File: src/rtl/uart_pkg.sv
// Shared types for the oversampling UART receiver: FSM states, parity codes
// and the word record that carries data together with its status flags.
package uart_pkg;

    localparam int WORD_DATA_W = 9;

    localparam logic [1:0] PAR_NONE = 2'd0;
    localparam logic [1:0] PAR_ODD  = 2'd1;
    localparam logic [1:0] PAR_EVEN = 2'd2;

    typedef enum logic [2:0] {
        IDLE,
        START,
        DATA,
        PARITY,
        STOP,
        BRK_WAIT
    } rx_state_t;

    // Data is sized for the widest supported frame; narrower frames zero-extend.
    typedef struct packed {
        logic                   brk;
        logic                   frame_err;
        logic                   parity_err;
        logic [WORD_DATA_W-1:0] data;
    } rx_word_t;

    function automatic logic maj3(input logic a, input logic b, input logic c);
        return (a & b) | (a & c) | (b & c);
    endfunction

endpackage

File: src/rtl/uart_sync_fifo.sv
// First-word-fall-through FIFO of received words; a push into a full FIFO is
// accepted only when a pop happens in the same cycle.
module uart_sync_fifo
    import uart_pkg::*;
#(
    parameter int DEPTH = 8
) (
    input  logic     clk,
    input  logic     rst_n,
    input  logic     push,
    input  logic     pop,
    input  rx_word_t wdata,
    output rx_word_t rdata,
    output logic     empty,
    output logic     full
);

    localparam int AW = (DEPTH > 1) ? $clog2(DEPTH) : 1;

    rx_word_t        mem [DEPTH];
    logic [AW-1:0]   wr_ptr;
    logic [AW-1:0]   rd_ptr;
    logic [AW:0]     count;
    logic            do_push;
    logic            do_pop;

    assign empty   = (count == '0);
    assign full    = (count == (AW+1)'(DEPTH));
    assign do_pop  = pop && !empty;
    assign do_push = push && (!full || do_pop);
    assign rdata   = mem[rd_ptr];

    always_ff @(posedge clk) begin
        if (do_push) begin
            mem[wr_ptr] <= wdata;
        end
    end

    always_ff @(posedge clk or negedge rst_n) begin
        if (!rst_n) begin
            wr_ptr <= '0;
            rd_ptr <= '0;
            count  <= '0;
        end else begin
            if (do_push) begin
                wr_ptr <= (wr_ptr == AW'(DEPTH - 1)) ? '0 : wr_ptr + AW'(1);
            end
            if (do_pop) begin
                rd_ptr <= (rd_ptr == AW'(DEPTH - 1)) ? '0 : rd_ptr + AW'(1);
            end
            case ({do_push, do_pop})
                2'b10:   count <= count + (AW+1)'(1);
                2'b01:   count <= count - (AW+1)'(1);
                default: count <= count;
            endcase
        end
    end

endmodule

File: src/rtl/uart_rx_os.sv
// Oversampling UART receiver with majority-vote sampling, parity/framing/break
// flags and a valid/ready output; UART_RX_FIFO_EN selects a FIFO over one register.
module uart_rx_os
    import uart_pkg::*;
#(
    parameter int DATA_BITS  = 8,
    parameter int OSR        = 16,
    parameter int DIV_W      = 16,
    parameter int FIFO_DEPTH = 8
) (
    input  logic                 clk,
    input  logic                 rst_n,
    input  logic                 rx,
    input  logic [DIV_W-1:0]     cfg_div,
    input  logic [1:0]           cfg_parity,
    input  logic                 cfg_stop2,
    output logic [DATA_BITS-1:0] rx_data,
    output logic                 rx_parity_err,
    output logic                 rx_frame_err,
    output logic                 rx_break,
    output logic                 rx_valid,
    input  logic                 rx_ready,
    output logic                 rx_overrun,
    output rx_state_t            rx_state
);

    localparam int S_W  = $clog2(OSR);
    localparam int BI_W = (DATA_BITS > 1) ? $clog2(DATA_BITS) : 1;

    localparam logic [S_W-1:0]  S_A     = S_W'(OSR/2 - 1);
    localparam logic [S_W-1:0]  S_B     = S_W'(OSR/2);
    localparam logic [S_W-1:0]  S_C     = S_W'(OSR/2 + 1);
    localparam logic [S_W-1:0]  S_LAST  = S_W'(OSR - 1);
    localparam logic [BI_W-1:0] BI_LAST = BI_W'(DATA_BITS - 1);

    logic                 rx_meta;
    logic                 rxs;
    rx_state_t            state;
    logic [DIV_W-1:0]     tick_cnt;
    logic [DIV_W-1:0]     div_q;
    logic [1:0]           parity_q;
    logic                 stop2_q;
    logic [S_W-1:0]       s_cnt;
    logic [1:0]           samp;
    logic                 bit_q;
    logic [DATA_BITS-1:0] shreg;
    logic [BI_W-1:0]      bit_idx;
    logic                 stop_idx;
    logic                 par_err_q;
    logic                 frame_err_q;
    logic                 all_zero;
    logic                 push_q;
    rx_word_t             word_new;

    logic tick;
    logic dec;
    logic adv;
    logic maj;
    logic par_en;
    logic brk_now;

    always_ff @(posedge clk or negedge rst_n) begin
        if (!rst_n) begin
            rx_meta <= 1'b1;
            rxs     <= 1'b1;
        end else begin
            rx_meta <= rx;
            rxs     <= rx_meta;
        end
    end

    // Ticks only run while a frame is in progress; idle holds the divider at 0.
    assign tick    = (state != IDLE) && (state != BRK_WAIT) && (tick_cnt == div_q);
    assign dec     = tick && (s_cnt == S_C);
    assign adv     = tick && (s_cnt == S_LAST);
    assign maj     = maj3(samp[0], samp[1], rxs);
    assign par_en  = (parity_q == PAR_ODD) || (parity_q == PAR_EVEN);
    assign brk_now = all_zero && !maj;

    always_ff @(posedge clk or negedge rst_n) begin
        if (!rst_n) begin
            state       <= IDLE;
            tick_cnt    <= '0;
            div_q       <= '0;
            parity_q    <= PAR_NONE;
            stop2_q     <= 1'b0;
            s_cnt       <= '0;
            samp        <= 2'b11;
            bit_q       <= 1'b1;
            shreg       <= '0;
            bit_idx     <= '0;
            stop_idx    <= 1'b0;
            par_err_q   <= 1'b0;
            frame_err_q <= 1'b0;
            all_zero    <= 1'b0;
            push_q      <= 1'b0;
            word_new    <= '0;
        end else begin
            push_q <= 1'b0;

            if (state == IDLE || state == BRK_WAIT || tick) begin
                tick_cnt <= '0;
            end else begin
                tick_cnt <= tick_cnt + DIV_W'(1);
            end

            if (tick) begin
                s_cnt <= (s_cnt == S_LAST) ? '0 : s_cnt + S_W'(1);
                if (s_cnt == S_A) samp[0] <= rxs;
                if (s_cnt == S_B) samp[1] <= rxs;
            end

            case (state)
                IDLE: begin
                    if (!rxs) begin
                        state       <= START;
                        s_cnt       <= '0;
                        div_q       <= cfg_div;
                        parity_q    <= cfg_parity;
                        stop2_q     <= cfg_stop2;
                        bit_idx     <= '0;
                        stop_idx    <= 1'b0;
                        par_err_q   <= 1'b0;
                        frame_err_q <= 1'b0;
                        all_zero    <= 1'b1;
                    end
                end
                START: begin
                    if (dec) bit_q <= maj;
                    if (adv) state <= bit_q ? IDLE : DATA;
                end
                DATA: begin
                    if (dec) begin
                        shreg    <= {maj, shreg[DATA_BITS-1:1]};
                        all_zero <= all_zero & ~maj;
                    end
                    if (adv) begin
                        if (bit_idx == BI_LAST) begin
                            state <= par_en ? PARITY : STOP;
                        end else begin
                            bit_idx <= bit_idx + BI_W'(1);
                        end
                    end
                end
                PARITY: begin
                    if (dec) begin
                        par_err_q <= (parity_q == PAR_ODD) ? (maj == ^shreg) : (maj == ~^shreg);
                        all_zero  <= all_zero & ~maj;
                    end
                    if (adv) state <= STOP;
                end
                STOP: begin
                    // The last stop bit ends the frame at its centre so the next start edge is not missed.
                    if (dec) begin
                        if (stop_idx == stop2_q) begin
                            push_q              <= 1'b1;
                            word_new.brk        <= brk_now;
                            word_new.frame_err  <= frame_err_q | ~maj;
                            word_new.parity_err <= par_err_q;
                            word_new.data       <= WORD_DATA_W'(shreg);
                            state               <= brk_now ? BRK_WAIT : IDLE;
                        end else begin
                            frame_err_q <= frame_err_q | ~maj;
                            all_zero    <= all_zero & ~maj;
                        end
                    end
                    if (adv) stop_idx <= 1'b1;
                end
                BRK_WAIT: begin
                    if (rxs) state <= IDLE;
                end
                default: state <= IDLE;
            endcase
        end
    end

    // Handshake: a word transfers on any cycle with rx_valid && rx_ready; while
    // rx_valid is high and rx_ready low, rx_data and the flags hold steady.
    rx_word_t out_word;
    logic     out_valid;
    logic     ovr_q;

`ifdef UART_RX_FIFO_EN
    rx_word_t fifo_q;
    logic     fifo_empty;
    logic     fifo_full;

    uart_sync_fifo #(
        .DEPTH (FIFO_DEPTH)
    ) u_fifo (
        .clk   (clk),
        .rst_n (rst_n),
        .push  (push_q),
        .pop   (rx_ready && !fifo_empty),
        .wdata (word_new),
        .rdata (fifo_q),
        .empty (fifo_empty),
        .full  (fifo_full)
    );

    assign out_valid = !fifo_empty;
    assign out_word  = out_valid ? fifo_q : '0;

    always_ff @(posedge clk or negedge rst_n) begin
        if (!rst_n) begin
            ovr_q <= 1'b0;
        end else begin
            ovr_q <= push_q && fifo_full && !rx_ready;
        end
    end
`else
    localparam int unused_fifo_depth = FIFO_DEPTH;

    rx_word_t hold_q;
    logic     hold_v;
    logic     pop;

    assign pop       = hold_v && rx_ready;
    assign out_valid = hold_v;
    assign out_word  = hold_q;

    always_ff @(posedge clk or negedge rst_n) begin
        if (!rst_n) begin
            hold_q <= '0;
            hold_v <= 1'b0;
            ovr_q  <= 1'b0;
        end else begin
            ovr_q <= push_q && hold_v && !pop;
            if (push_q && (!hold_v || pop)) begin
                hold_q <= word_new;
                hold_v <= 1'b1;
            end else if (pop) begin
                hold_v <= 1'b0;
            end
        end
    end
`endif

    rx_word_t unused_word;
    assign unused_word = out_word;

    assign rx_data       = out_word.data[DATA_BITS-1:0];
    assign rx_parity_err = out_word.parity_err;
    assign rx_frame_err  = out_word.frame_err;
    assign rx_break      = out_word.brk;
    assign rx_valid      = out_valid;
    assign rx_overrun    = ovr_q;
    assign rx_state      = state;

endmodule

File: config.mk
export PLATFORM = sky130hd
export DESIGN_NAME = uart_rx_os
export DESIGN_NICKNAME = d
export VERILOG_FILES = /design/src/rtl/uart_pkg.sv /design/src/rtl/uart_sync_fifo.sv /design/src/rtl/uart_rx_os.sv
export SDC_FILE = /design/constraint.sdc
export NUM_CORES = 1
export LEC_CHECK = 0
export ABC_AREA = 0
export CORE_ASPECT_RATIO = 1.25
export CORE_MARGIN = 10
export CORE_UTILIZATION = 53
export CTS_BUF_LIST = sky130_fd_sc_hd__clkbuf_4
export CTS_CLUSTER_DIAMETER = 100
export DETAILED_ROUTE_END_ITERATION = 8
export PLACE_DENSITY = 0.78
export SLEW_MARGIN = 10
export SYNTH_ARGS = -nofsm -noshare
export SYNTH_HDL_FRONTEND = slang
export SYNTH_SLANG_ARGS = --single-unit
File: constraint.sdc
create_clock -name clk -period 2.2 [get_ports clk]
set_clock_uncertainty 0.2 [all_clocks]
set_input_delay 0.22 -clock clk [delete_from_list [all_inputs] [get_ports clk]]
set_output_delay 0.22 -clock clk [all_outputs]
set_load 0.05 [all_outputs]
==> impl_metrics.env <==
export IMPL_core_um2=7440
export IMPL_rows=35
export IMPL_grt_setup_unrepaired="yes"
export IMPL_synth_area_top_cells="dfrtp_1 50%, nand2_1 6.7%, xnor2_1 6.2%, mux2_2 5.8%, dfstp_2 3.2%"
export IMPL_num_io_pins=39
export IMPL_synthArstFlopShare_pct=100
export IMPL_die_h_um=118
export IMPL_hpwlAfterDp_um=6300
export IMPL_criticalPathCategory="flop to flop"
export IMPL_crit_arrival_ns=2.42
export IMPL_nets=480
export IMPL_wl_per_cell_um=16.2
export IMPL_peakVddDrop_v=0.000498
export IMPL_syn_inst=380
export IMPL_drtAntennaViolNets=0
export IMPL_critical_path_buf_inv_count=2
export IMPL_slowest_delay_ns=0.42
export IMPL_worst_slack_ns=-0.0801
export IMPL_drv_slew=0
export IMPL_grt_max_degree=47
export IMPL_totalWireLength_um=8840
export IMPL_ys_seq_area_share_pct=53.2
export IMPL_synth_area_um2=4110
export IMPL_grt_usage_pct=15.0
export IMPL_drtIter0Drc=127
export IMPL_seqPwrFrac_pct=59.6
export IMPL_fin_crit_sh_pct=104
export IMPL_synth_edf_count=0
export IMPL_synth_top_cell_by_area="dfrtp_1"
export IMPL_cellInternalPower_uw=2060
export IMPL_critical_path_slowest_cell="dfrtp_1"
export IMPL_cts_max_path_buffers=2
export IMPL_synth_most_common_cell="dfrtp_1"
export IMPL_gp_congestion=0.867
export IMPL_setup_violations=12
export IMPL_clock_latency_ns=0.45
export IMPL_worstMarginPinSlew_ns=0.555
export IMPL_h_tree_depth=3
export IMPL_min_period_ns=2.28
export IMPL_cts_root_buf="clkbuf_4"
export IMPL_endpoint_kind="flop"
export IMPL_violations="setup timing"
export IMPL_placed_cell_area_um2=4790
export IMPL_startpoint_type="flop"
export IMPL_fill_cells=567
export IMPL_powerDensity_nw_per_um2=562
export IMPL_ys_flop_type="dfrtp_1"
export IMPL_drc=0
export IMPL_cp_max_fo=12
export IMPL_vias=2985
export IMPL_worstPathRequired_ns=2.34
export IMPL_hold_viol=0
export IMPL_p_sw_uw=790
export IMPL_path_clk_slew_ns=0.16
export IMPL_synth_top_cell_area_share_pct=50.0
export IMPL_cts_buffers=9
export IMPL_synth_avg_cell_area_um2=10.8
export IMPL_clkPwrFrac_pct=31.6
export IMPL_synthTopCellsByCount="82 x dfrtp_1, 73 x nand2_1, 32 x nor2_1, 29 x xnor2_1, 21 x mux2_2"
export IMPL_antenna_cells=0
export IMPL_outcome="finished with violations"
export IMPL_p_leak_uw=0.00236
export IMPL_power_frac_comb_pct=8.8
export IMPL_antenna_found_initial=0
export IMPL_synthToLayoutAreaGrowth_pct=23.4
export IMPL_vias_per_cell=5.46
export IMPL_firstDrtPassIters=5
export IMPL_path_delay_family="simple AND/OR/NAND/NOR gates"
export IMPL_cap_viol_max_count=0
export IMPL_hp_class="input port to flop"
export IMPL_power_uw=2850
export IMPL_swShare_pct=27.8
export IMPL_fmax_mhz=439
export IMPL_clock_sinks=87
export IMPL_grt_pass1_vias=3029
export IMPL_die_x_um=98.7
export IMPL_grt_ovfl_total=0
export IMPL_yosys_warnings=0
export IMPL_drive_gt1_share_pct=21.8
export IMPL_io_buffers=38
export IMPL_path_cells="xnor2_1 -> nand4_1 -> nor4_4 -> buf_4 -> nand2_4 -> nor3_4 -> buf_12 -> mux2_4"
export IMPL_ys_seq_elements=87
export IMPL_relSlewSlack_pct=63.0
export IMPL_die_area_um2=11700
export IMPL_grt_pass1_wl_um=14600
export IMPL_final_cell_area_um2=5070
export IMPL_cts_tree="built"
export IMPL_synth_cell_type_count=49
export IMPL_synth_nets=410
export IMPL_start_util_pct=55.2
flip-flops by register name, summed over array words and instances, names as in the netlist, 2 cells and up:
register and count:
bit_idx 3, div_q 16, parity_q 2, rx_data 8, rx_state 3, s_cnt 4
samp 2, shreg 8, tick_cnt 16, word_new 11
logic make-up (layout without fill, tap and decap cells):
family,after synthesis,in the layout,synth area share (%)
compound gates,34,34,5.33
mux,35,35,10.3
simple gates,154,154,18.0
fa+ha+maj,8,8,2.38
xor+xnor,38,38,8.10
flops,87,87,53.2
buf+inv,24,99,2.77
per-layer routing:
layer	share of wire (%)	GRT usage, %	up-vias
li1	-	-	1426
met1	40	17.3	1464
met2	52	25.6	83
met3	6.5	4.55	12
met4	1.4	5.12	0
met5	0	0	-
worst reg2reg max path: stages, from the launching register on:
cell and delay (ns):
dfrtp_1 0.42, xnor2_1 0.20, nand4_1 0.20, nor4_4 0.28
buf_4 0.18, nand2_4 0.08, nor3_4 0.15, buf_12 0.17
mux2_4 0.31
power groups by stage:
stage                     clock network, uW  registers, uW  logic [uW]
after global placement                    0           1720         241
after CTS                               918           1700         253
final                                   900           1700         249
after floorplan                           0           1730         101
after detailed placement                  0           1730         248
after global routing                    981           1700         278
metrics by stage:
step / setup TNS [ns] / std cells / utilization [%] / setup WS [ns] / hold WS (ns)
after floorplan: -0.750 / 380 / - / -0.101 / -0.276
after global placement: -1.62 / 525 / 64.4 / -0.113 / 0.0469
after detailed placement: -2.03 / 525 / 64.4 / -0.137 / 0.0420
after CTS: -0.824 / 546 / 67.9 / -0.0885 / 0.0526
after global routing: -2.88 / 547 / 68.1 / -0.185 / 0.0518
final: -0.759 / 547 / 68.1 / -0.0801 / 0.0758
path summary, 6_finish.rpt:
check	cells past startpoint	slack, ns	startpoint	end
worst min-delay path	3	0.08	cfg_div[10]	div_q[10]
worst max-delay path	8	-0.08	tick_cnt[0]	word_new[10]
worst min register to register	0	0.17	rx_meta	rxs
max in group asynchronous	3	1.08	rst_n	frame_err_q
worst max register to register	8	-0.08	tick_cnt[0]	word_new[10]
min in group asynchronous	2	0.09	rst_n	rx_state[1]
timing repair:
action	CTS	global route
resized for setup	19	4
cloned	0	1
buffers inserted	3	1
pin swaps	4	1
endpoints found under the hold margin	88	0
setup endpoints to repair	29	28
hold buffers	2	0
layout make-up:
cell class	count	area [um^2]	share of cell area [%]
clock buffer	9	67.6	1.33
clock inverter	7	72.6	1.43
inverter	12	45.0	0.889
multi-input combinational	269	1910	37.7
sequential	87	2190	43.1
tap	92	115	2.27
timing repair buffer	71	672	13.3
layout by cell type (no fill, tap or decap), types with 8 or more instances in the layout:
cell             Yosys  layout
a21oi_1             10      10
buf_4                2      27
clkbuf_4             0       9
clkdlybuf4s50_1      0      34
dfrtp_1             82      80
inv_1               12      12
mux2_2              21      11
mux2_4               8      20
nand2_1             73      73
nand3_1             10      10
nand4_1              8       8
nor2_1              32      31
xnor2_1             29      29
xor2_1               9       9
Note: power is estimated with default switching activity, not from simulation.
==> patch 1: new RTL, same flow settings <==
Compare `s_cnt` against `S_C` with >= in place of ==.
--- a/src/rtl/uart_rx_os.sv
+++ b/src/rtl/uart_rx_os.sv
@@ -71,7 +71,7 @@
 
     // Ticks only run while a frame is in progress; idle holds the divider at 0.
     assign tick    = (state != IDLE) && (state != BRK_WAIT) && (tick_cnt == div_q);
-    assign dec     = tick && (s_cnt == S_C);
+    assign dec     = tick && (s_cnt >= S_C);
     assign adv     = tick && (s_cnt == S_LAST);
     assign maj     = maj3(samp[0], samp[1], rxs);
     assign par_en  = (parity_q == PAR_ODD) || (parity_q == PAR_EVEN);
Function: same outputs for any inputs over 10 cycles, from zero or initial values and one cycle with rst_n low; that may be too few to reach the edited logic, so the function may still have changed.
==> patch 1 against the unedited design <==
The flow still finishes with violations (setup timing); fmax fell by 0.33%; worst setup slack worse by 0.0076 ns; global-route usage rose by 0.24 points; total power up 5.5%; first-iteration DRC count up 13%; synthesized area grew 1.1%; clock power is 13% higher; routed wire length decreased by 0.19%; sequential cell count is the same; hold slack got worse by 0.031 ns; die area up 0.87%; design area up 2.6%; critical path type unchanged; critical endpoint is now bit_q; largest power group unchanged.
==> patch 1: results (changes against the unedited design) <==
----------------------------------------------------
[Run status]
  Run status ... finished, violations left
  Violated checks ... setup timing

[Layout]
  Seq/total area ... 42.06% (-1.1 points)
  Non-clk bufs ... 76 (+7.0%)
  Data buffer area share ... 13.29% (+0.029 points)

[Timing]
  Count of final setup violators ... 22 (+10)
  Final critical-path setup slack ... -0.08763 ns (-0.007555 ns)

[Power and ir drop]
  Leakage power of the design ... 2.440 nW (+3.6%)
  IR Drop Worst-Case VDD ... 0.3979 mV (-20%)

[Route]
  Met1 wire length ... 3651 um (+2.4%)
  Routed wirelength normalized by instance count ... 15.77 um (-2.3%)
  Via Count ... 2,993 (+0.27%)
  Routed length on met2 ... 4590 um (+0.37%)

[Synth]
  Share of cell area taken by muxes after synthesis ... 9.946% (-0.32 points)
  Part of the Yosys area used for sequential elements ... 52.59% (-0.56 points)
  Nets in the synthesized netlist ... 416 (+1.5%)
  Fraction of the mapped netlist area in compound gates ... 4.641% (-0.69 points)
  Syn avg cell area ... 10.76 sq um (-0.50%)

[Placed design]
  Total placed cells including tap cells ... 537 (+2.3%)
  HPWL Detailed ... 6339 um (+0.56%)
  Dpl ws ... -0.1651 ns (-0.02780 ns)

[Setup path]
  Maximum net fanout on the critical path ... 4 (-8)
  Worst path arrival time ... 2.47 ns (+0.05 ns)
  Startpoint of the worst setup timing path ... div_q[6]
  Reg2reg path depth ... 6 (-2)
  Worst r2r dst ... bit_q

[GRT]
  Maximum number of pins on one net before global-route repair ... 40 (-15%)
  Wire length of the first global-routing pass ... 14,910 um (+2.3%)

[Clock network]
  Clock-pin slew on the worst setup and hold paths ... 0.13 ns (-0.03 ns)

----------------------------------------------------
-- patch 1: changes by cell type after synthesis, sizes merged, moves of 3 or more --
cell	before	now
and3	5	1
clkbuf	9	13
nor3	3	6
nor4	2	7
or3	4	0
xnor2	29	17
xor2	9	24
-- patch 1: repair_timing --
action | CTS | global route
gates resized for setup | 18 | 12
hold buffers | 2 | 0
hold endpoints to repair | 84 | 0
setup buffers | 2 | 1
cloned | 1 | 0
endpoints found under the setup margin | 29 | 43
pin swaps | 4 | 6
-- patch 1: worst reg2reg max path, cell delays in order (launching register included) --
cell and delay [ns]:
dfrtp_1 0.41, xor2_1 0.19, nor4_4 0.40, nand4_4 0.21
buf_4 0.22, nor4_4 0.26, mux2_2 0.36
-- patch 1: report_power, final --
part	switching, W	internal [W]
logic	0.000148	0.000135
clock network	0.000527	0.000497
registers	0.0000419	0.00165
total	0.000717	0.00229
==> patch 2: new RTL, same flow settings <==
Made on the original files. Build with the macro `UART_RX_FIFO_EN` defined.
--- a/src/rtl/uart_rx_os.sv
+++ b/src/rtl/uart_rx_os.sv
@@ -1,5 +1,7 @@
 // Oversampling UART receiver with majority-vote sampling, parity/framing/break
 // flags and a valid/ready output; UART_RX_FIFO_EN selects a FIFO over one register.
+`define UART_RX_FIFO_EN
+
 module uart_rx_os
     import uart_pkg::*;
 #(
Check against the original RTL: no difference found for any inputs over 10 cycles, from zero or initial values and one cycle with rst_n low; that may be too few to reach the edited logic, so the function may still have changed.
==> patch 2 against the unedited design <==
The flow still finishes with violations (setup timing); routed wire length rose by 79%; register-to-register slack got worse by 0.14 ns; non-clock buffer count rose by 39; worst setup slack got worse by 0.29 ns; sequential cell count rose by 86; design area rose by 89%; hold slack got worse by 0.052 ns; total power rose to 2.5 times the old value; via count rose by 56%; clock power rose by 130%; synthesized area rose by 85%; count of clock-buffer cells in the layout rose by 8; critical endpoint is now rx_data[1]; largest power group unchanged; highest routed layer unchanged.
==> patch 2: results (changes against the unedited design) <==
----------------------------------------------------
[Placed design]
  Total placed cells including tap cells ... 761 (+45%)
  HPWL Detailed ... 10,020 um (+59%)

[Synth]
  Synth Area in Adders ... 2.702% (+0.33 points)
  Syn avg cell area ... 14.77 sq um (+37%)
  Leading cell types by total area after synthesis ... edfxtp_1 (35%), dfrtp_1 (26%), mux4_2 (6.5%), xnor2_1 (3.5%), mux2_2 (2.8%)
  Async set or reset register ratio after synthesis ... 49.13% (-51 points)

[Power and ir drop]
  IR Drop Worst-Case VDD ... 0.5522 mV (+11%)
  Total internal power ... 0.005226 W (+150%)

[Run status]
  Violated checks ... setup timing
  Run status ... finished, violations left

[Setup path]
  Startpoint of the worst setup timing path ... u_fifo.rd_ptr[0]
  Setup slack on the worst flop-to-flop path ... -0.22 ns (-0.14 ns)
  Family with the most delay on the worst path ... multiplexers
  CP max-delay cell ... mux4_2
  Launch instance of the worst register-to-register path ... u_fifo.count[0]

[Route]
  Routed length on met2 ... 8606 um (+88%)
  Avg Vias per Cell ... 5.706 (+4.6%)

[Timing]
  Summed negative setup slack over all endpoints ... -9.561 ns (-8.802 ns)
  Final critical-path setup slack ... -0.3710 ns (-0.2909 ns)
  Count of final setup violators ... 72 (+60)

[GRT]
  GRT Total Usage ... 16.21% (+1.2 points)
  Met1 demand-to-capacity share in global routing ... 18.52% (+1.3 points)
  Fraction of met2 tracks used by global routing ... 28.69% (+3.0 points)
  Via count of the first global-routing pass ... 5,041 (+66%)

[Clock network]
  CTS Buf Count ... 17 (+8)
  Clock-pin slew on the worst setup and hold paths ... 0.14 ns (-0.02 ns)

----------------------------------------------------
-- patch 2: cell type report --
cell class / instances / area [sq um]
clock buffers: 17 / 127.6
clock inverters: 15 / 205.2
fillers: 930 / 4353
inverters: 14 / 60.06
multi-input cells: 310 / 3074
flip-flops and latches: 173 / 4780
well taps: 175 / 219.0
repair buffers: 110 / 1115
-- patch 2: worst max path at each step --
stage	endpoint	cells after the start
floorplan	u_fifo.count[3]	11
CTS	rx_break	5
finish	rx_data[1]	5
detailed placement	u_fifo.count[3]	10
global route	rx_data[1]	5
global placement	u_fifo.count[3]	10
-- patch 2: cell families after synthesis --
group                    Yosys count
flip-flops                       173
AND/OR/NAND/NOR                  127
multiplexers                      81
AO/OA/AOI/OAI                     42
XOR/XNOR                          42
buffers and inverters             33
adder cells (fa/ha/maj)           16
-- patch 2: timing repair --
action	4_1_cts	5_1_grt
pin swaps	20	29
hold buffers	5	0
setup buffers	11	2
endpoints found under the hold margin	86	0
setup endpoints to repair	46	84
cloned	1	3
resized for setup	65	65
-- patch 2: power by group through the flow --
| stage | clock [W] | sequential, W | combinational (W) |
|---|---|---|---|
| after floorplan | 0 | 0.00369 | 0.000774 |
| after global placement | 0 | 0.00373 | 0.00120 |
| after detailed placement | 0 | 0.00374 | 0.00125 |
| after CTS | 0.00209 | 0.00367 | 0.00140 |
| after global routing | 0.00222 | 0.00370 | 0.00158 |
| final | 0.00205 | 0.00368 | 0.00145 |
-- patch 2: worst reg2reg max path, cell delays in order (launching register included) --
cell      delay, ns
dfrtp_1        0.45
buf_6          0.15
nor3_2         0.14
nand3b_1       0.18
nand2_2        0.16
ha_4           0.17
ha_4           0.19
a21o_1         0.16
a21oi_2        0.14
xnor2_1        0.10
nor2_1         0.15
xor2_1         0.18
